## config.mk

```make
export PLATFORM = sky130hd
export DESIGN_NAME = q2_sequencer
export DESIGN_NICKNAME = d
export VERILOG_FILES = /design/src/rtl/q2_sequencer.sv
export SDC_FILE = /design/constraint.sdc
export NUM_CORES = 1
export LEC_CHECK = 0
export ABC_AREA = 0
export CAP_MARGIN = 0
export CORE_AREA = 2 2 39 41
export DETAILED_ROUTE_END_ITERATION = 16
export DIE_AREA = 0 0 41 43
export PLACE_DENSITY_LB_ADDON = 0.15
export SKIP_CTS_REPAIR_TIMING = 1
export SLEW_MARGIN = 40
export SYNTH_ARGS = -nofsm -noshare
export SYNTH_HDL_FRONTEND = slang
export SYNTH_SLANG_ARGS = --single-unit
```

## constraint.sdc

```tcl
create_clock -name clk -period 3.1 [get_ports clk]
set_input_delay 0.62 -clock clk [delete_from_list [all_inputs] [get_ports clk]]
set_output_delay 0.62 -clock clk [all_outputs]
set_load 0.02 [all_outputs]
```

## src/rtl/q2_sequencer.sv

```systemverilog
// Major-state sequencer: IDLE/FETCH/DEREF/LOAD/EXEC/ALU, two clocks per cycle,
// with run/single-step control and a 12-bit serial ALU phase.
module q2_sequencer (
    input  logic clk,
    input  logic rst_n,
    input  logic run_sw,
    input  logic step_sw,
    input  logic deref,
    input  logic o2,
    input  logic s2in,
    output logic s0,
    output logic s1,
    output logic s2,
    output logic s3,
    output logic ns0,
    output logic ns1,
    output logic ws,
    output logic halted
);

    typedef enum logic [2:0] {IDLE, FETCH, DEREF, LOAD, EXEC, ALU} state_t;

    state_t      state, state_nx;
    logic        phase, phase_nx;
    logic [3:0]  bit_cnt, bit_cnt_nx;
    logic        step, step_nx;
    logic        boundary;

    always_ff @(posedge clk or negedge rst_n) begin
        if (!rst_n) begin
            state   <= IDLE;
            phase   <= 1'b0;
            bit_cnt <= '0;
            step    <= 1'b0;
        end else begin
            state   <= state_nx;
            phase   <= phase_nx;
            bit_cnt <= bit_cnt_nx;
            step    <= step_nx;
        end
    end

    always_comb begin
        state_nx   = state;
        phase_nx   = phase;
        bit_cnt_nx = bit_cnt;
        step_nx    = step;
        boundary   = 1'b0;

        if (state == IDLE) begin
            phase_nx = 1'b0;
            if (step_sw || run_sw) begin
                state_nx = FETCH;
                step_nx  = step_sw;
            end
        end else if (!phase) begin
            phase_nx = 1'b1;
        end else begin
            // Decisions are taken only on the edge that ends phase 1.
            phase_nx = 1'b0;
            case (state)
                FETCH: begin
                    if (deref)   state_nx = DEREF;
                    else if (!o2) state_nx = LOAD;
                    else          state_nx = EXEC;
                end
                DEREF:   state_nx = o2 ? EXEC : LOAD;
                LOAD:    state_nx = EXEC;
                EXEC: begin
                    if (s2in) begin
                        state_nx   = ALU;
                        bit_cnt_nx = '0;
                    end else begin
                        boundary = 1'b1;
                    end
                end
                ALU: begin
                    if (bit_cnt == 4'd11) boundary   = 1'b1;
                    else                  bit_cnt_nx = bit_cnt + 4'd1;
                end
                default: state_nx = IDLE;
            endcase

            if (boundary) begin
                state_nx   = (run_sw && !step) ? FETCH : IDLE;
                step_nx    = 1'b0;
                bit_cnt_nx = '0;
            end
        end
    end

    // Outputs decode registered state only, so async reset reaches them directly.
    assign s0     = (state == DEREF) || (state == EXEC);
    assign s1     = (state == LOAD)  || (state == EXEC);
    assign s2     = (state == ALU) && (bit_cnt != 4'd11);
    assign s3     = (state == ALU) && (bit_cnt == 4'd11);
    assign ns0    = ~s0;
    assign ns1    = ~s1;
    assign ws     = (state != IDLE) && phase;
    assign halted = (state == IDLE);

endmodule
```

=== Word-level counts from Yosys, hierarchy flattened ===
Cells that the tools add are included.

* Flip-flop bits (word level): 9
* Output and inout bits: 8

* $add $sub $neg: 1
* Equality and inequality tests: 12
* Mux-type cells: 24
* Bitwise logic cells: 3
* Reduce and logical (&&, ||, !) cells: 16

{| class="wikitable"
|+ Operators with widths
! kind !! count
|-
| $mux W3 || 7
|-
| $pmux W3 S5 || 1
|-
| $mux W4 || 3
|-
| $mux W1 || 11
|-
| $ne A3 B3 Y1 const B || 3
|-
| $ne A4 B4 Y1 const B || 2
|-
| $pmux W4 S2 || 1
|-
| $eq A3 B2 Y1 const B || 2
|-
| $eq A3 B3 Y1 const B || 2
|-
| $reduce_bool A3 Y1 || 2
|-
| $reduce_and A5 Y1 || 1
|-
| $add A4 B1 Y4 const B || 1
|-
| $eq A4 B4 Y1 const B || 1
|-
| $logic_and A1 B1 Y1 || 4
|-
| $reduce_and A4 Y1 || 1
|-
| $reduce_bool A2 Y1 || 2
|-
| $eq A3 B1 Y1 const B || 1
|-
| $logic_not A3 Y1 || 1
|-
| $logic_or A1 B1 Y1 || 3
|-
| $not A1 Y1 || 3
|-
| $reduce_and A3 Y1 || 1
|-
| $ne A2 B1 Y1 const B || 1
|-
| $pmux W1 S2 || 1
|-
| $logic_not A1 Y1 || 1
|}

=== Logic depth before layout (Yosys ltp) ===
* Word-level depth: 8
* Depth in mapped cells: 6
* Depth with buffers taken out: 6

=== Worst setup path after synthesis ===
No wires, ideal clock.

* Kind: reg2out
* Start: reg state[1]
* End: out ns0
* Arrival time: 1.321 ns
* Setup slack: 1.159 ns
* Cell stages (with the launch flop): 5
* Buffers on the path: 1
* Cells stage by stage: dfrtp_1 buf_2 nand2b_4 a21oi_1 inv_1

* Longest elaborated chain between the ends: 3
* Elaborated cells between the ends (all ways): 4

{| class="wikitable"
|+ RTL lines
! element !! line !! text
|-
| start: declaration || 23 || <nowiki>state_t state, state_nx;</nowiki>
|-
| start signal: assignment || 36 || <nowiki>state <= state_nx;</nowiki>
|-
| $eq A3 B2 Y1 or $eq A3 B3 Y1 (tied branches) || 93 || <nowiki>assign s0 = (state == DEREF) || (state == EXEC);</nowiki>
|-
| $logic_or A1 B1 Y1 * || 93 ||
|-
| named net s0 || 11 || <nowiki>output logic s0,</nowiki>
|-
| $not A1 Y1 * || 97 || <nowiki>assign ns0 = ~s0;</nowiki>
|-
| end: declaration || 15 || <nowiki>output logic ns0,</nowiki>
|}

Mark *: on every way through the listed nets, which the timed path passes. The rest lies on a longest branch.

=== Final worst setup path ===
* Start: reg state[2]
* End: out s2

* Longest elaborated chain between the ends: 2

{| class="wikitable"
|+ RTL lines
! element !! line !! text
|-
| $eq A3 B3 Y1 || 95 || <nowiki>assign s2 = (state == ALU) && (bit_cnt != 4'd11);</nowiki>
|-
| $logic_and A1 B1 Y1 || 95 ||
|-
| end: declaration || 13 || <nowiki>output logic s2,</nowiki>
|}

Every way passes these cells.

==> metrics.md <==
| Metric | Value |
|---|---|
| Status | finished clean |
| Area growth syn-to-layout | 25.3% |
| DRT antenna net count | 0 |
| Total CTS buffers | 3 |
| Slew Viols, Final | 0 |
| CP top delay family | buffers and inverters |
| Worst EP required | 2.48 ns |
| Max_cap viols | 0 |
| Layout cells sized above 1 | 0.119 |
| FMAX | 384 MHz |
| Critical path arrival | 1.98 ns |
| CP bufs+invs | 2 |
| Most common cell after layout, fill and taps aside | clkdlybuf4s50_1 |
| Reg clk slew, reported paths | 0.06 ns |
| Pin count of the biggest net entering global routing | 13 |
| Tightest Pin Transition | 0.470 ns |
| DP Area | 761 µm² |
| WP depth | 4 |
| Cell area after layout | 787 µm² |
| CTS sink cnt | 9 |
| First-pass DRT Iterations | 4 |
| Synth Area per Inst | 8.97 µm² |
| Total wire length | 1.20 mm |
| GPL Wtd Cong | 0.761 |
| Reg-to-reg startpoint | state[1] |
| Cell Chain, Critical Path | nor2b_4, nand3_2, inv_2, clkdlybuf4s50_1 |
| Reg2reg end | step |
| Critical path launch point type | flop |
| Die width | 41 µm |
| H-tree levels | 1 |
| Pleak | 0.313 nW |
| HPWL after DPL | 951 µm |
| Nets | 93 |
| Global-route wire length before repair | 2.06 mm |
| Root buf cell | clkbuf_4 |
| Number of core rows | 14 |
| NetSw | 0.000331 W |
| Period utilization | 0.839 |
| Mapped Nets | 78 |
| Commonest non-fill, non-tap cells in the layout | 14 x clkdlybuf4s50_1, 9 x dfrtp_1, 7 x nand2_1, 7 x o21ai_1, 4 x a21oi_1 |
| Worst-skew pair later-pin latency | 0.26 ns |
| Seq/Total Area, Yosys | 0.359 |
| Minimum clock period | 2.60 ns |
| Port Buffers | 14 |
| Core area | 1380 µm² |
| Register share of total power | 0.347 |
| Vias/cell | 5.50 |
| Area of the multi-input gates | 358 µm² |
| Chip Height | 43 µm |
| Synth unique cells | 38 |
| Most area-hungry cell type in the Yosys netlist | dfrtp_1 |
| R2r worst-path depth | 4 |
| Antenna diodes | 0 |
| R2R Setup Slk | 1.51 ns |
| Initial antenna violation count | 0 |
| Critical path endpoint category | output pin |
| Sw Share | 0.443 |
| Fin Hold WS | 0.515 ns |
| Clock Tree Buf Depth | 2 |
| Register area | 225 µm² |
| All-layer global routing usage | 0.173 |
| Setup TNS | 0 ns |
| RSZ-0062 raised after global routing | false |
| Number of DRC markers in iteration 0 | 10 |
| Drt drc | 0 |
| Critical path type | reg2out |
| Synthesized instance count | 70 |
| Internal power | 0.000417 W |
| Avg WL per Cell | 12.0 µm |
| P per Cell Area | 950 nW/µm² |
| Slew margin rel. | 0.687 |
| Peak supply drop | 0.000397 V |
| Synth warn | 0 |
| Synthesized area | 628 µm² |
| Comb power frac | 0.534 |
| Starting Density | 0.454 |
| Clk_skew | 0.00755 ns |
| Critical Path End | s2 |
| Synth area leaders | dfrtp_1 36%, o21ai_1 5.6%, nand2_1 4.2% |
| Fill cell count | 137 |
| Clk pwr share | 0.119 |
| Synth top area share | 0.359 |
| Total number of vias | 550 |
| Hold Violations, Final | 0 |
| Setup violations, final | 0 |
| HP Class | reg2reg |
| Vias in the first global route | 464 |
| Io pins | 15 |
| Die ar. | 1760 µm² |
| Yosys reg bits | 9 |
| CP startpoint | state[2] |
| CTS tree | yes |
| Grt ovf | 0 |
| Crit path max-delay cell type | clkdlybuf4s50_1 |
| CP max stage delay | 0.60 ns |
| Critical-path maximum fanout | 11 |
-- power groups by stage --
stage / clock, W / combinational (W) / sequential [W]
floorplan: 0 / 0.000351 / 0.000194
global placement: 0 / 0.000402 / 0.000260
detailed placement: 0 / 0.000403 / 0.000262
CTS: 0.0000921 / 0.000405 / 0.000260
global route: 0.0000988 / 0.000438 / 0.000273
finish: 0.0000887 / 0.000399 / 0.000260
-- sequential cells by signal (all words and copies together), names as in the netlist --
name     cells
state        3
step         1
bit_cnt      4
phase        1
-- per-layer routing --
metal / global-route usage / share of wire / wire length (µm)
met1: 0.223 / 0.42 / 507
met2: 0.256 / 0.52 / 621
met3: 0.0785 / 0.054 / 65
met4: 0.0400 / 0.0050 / 6
met5: 0 / 0 / 0
-- worst min-delay path by stage --
| stage | start | endpoint | depth (start not counted) |
|---|---|---|---|
| 2_1_floorplan | rst_n | bit_cnt[0] | 0 |
| 3_3_place_gp | step | step | 1 |
| 3_5_place_dp | step | step | 1 |
| 4_1_cts | step | step | 1 |
| 5_1_grt | step | step | 1 |
| 6_report | step | step | 1 |
-- cells by family (layout without fill, tap and decap cells) --
group,after synthesis,after routing,share of synthesized area
buffers and inverters,8,22,0.0717
and+or+nand+nor,30,30,0.313
adders and majority gates,1,1,0.0199
DFF,9,9,0.359
AOI/OAI and AO/OA,21,21,0.221
muxes,1,1,0.0159
-- through the flow --
stage / power [W] / setup WS (ns) / cells / util
2_1_floorplan: 0.000545 / 1.16 / 70 / -
3_3_place_gp: 0.000661 / 0.817 / 96 / 0.550
3_5_place_dp: 0.000666 / 0.785 / 96 / 0.550
4_1_cts: 0.000757 / 0.491 / 100 / 0.569
5_1_grt: 0.000809 / 0.365 / 100 / 0.569
6_report: 0.000748 / 0.498 / 100 / 0.569
-- cell usage after synthesis (all sizes together) --
cell	n
a211oi	1
a21boi	1
a21oi	4
a22o	2
a2bb2oi	1
a32o	1
a32oi	1
and2b	1
buf	3
clkbuf	1
dfrtp	9
ha	1
inv	4
mux2i	1
nand2	7
nand2b	3
nand3	2
nand3b	1
nand4b	1
nor2	3
nor2b	4
nor3	3
nor3b	2
o21a	1
o21ai	7
o21bai	1
o2bb2ai	1
or2	2
or4	1
-- final cells by class --
| cell class | count | area share |
|---|---|---|
| clock buffers | 4 | 0.0334 |
| multi-input cells | 53 | 0.455 |
| well taps | 16 | 0.0254 |
| flip-flops and latches | 9 | 0.286 |
| inverters | 4 | 0.0223 |
| repair buffers | 14 | 0.178 |
-- worst reg2reg max path, stage by stage (launching register included) --
cell	delay [ns]
dfrtp_1	0.54
nor3_4	0.34
mux2i_1	0.36
o21bai_1	0.16
a22o_1	0.13
(Power assumes the default switching activity.)
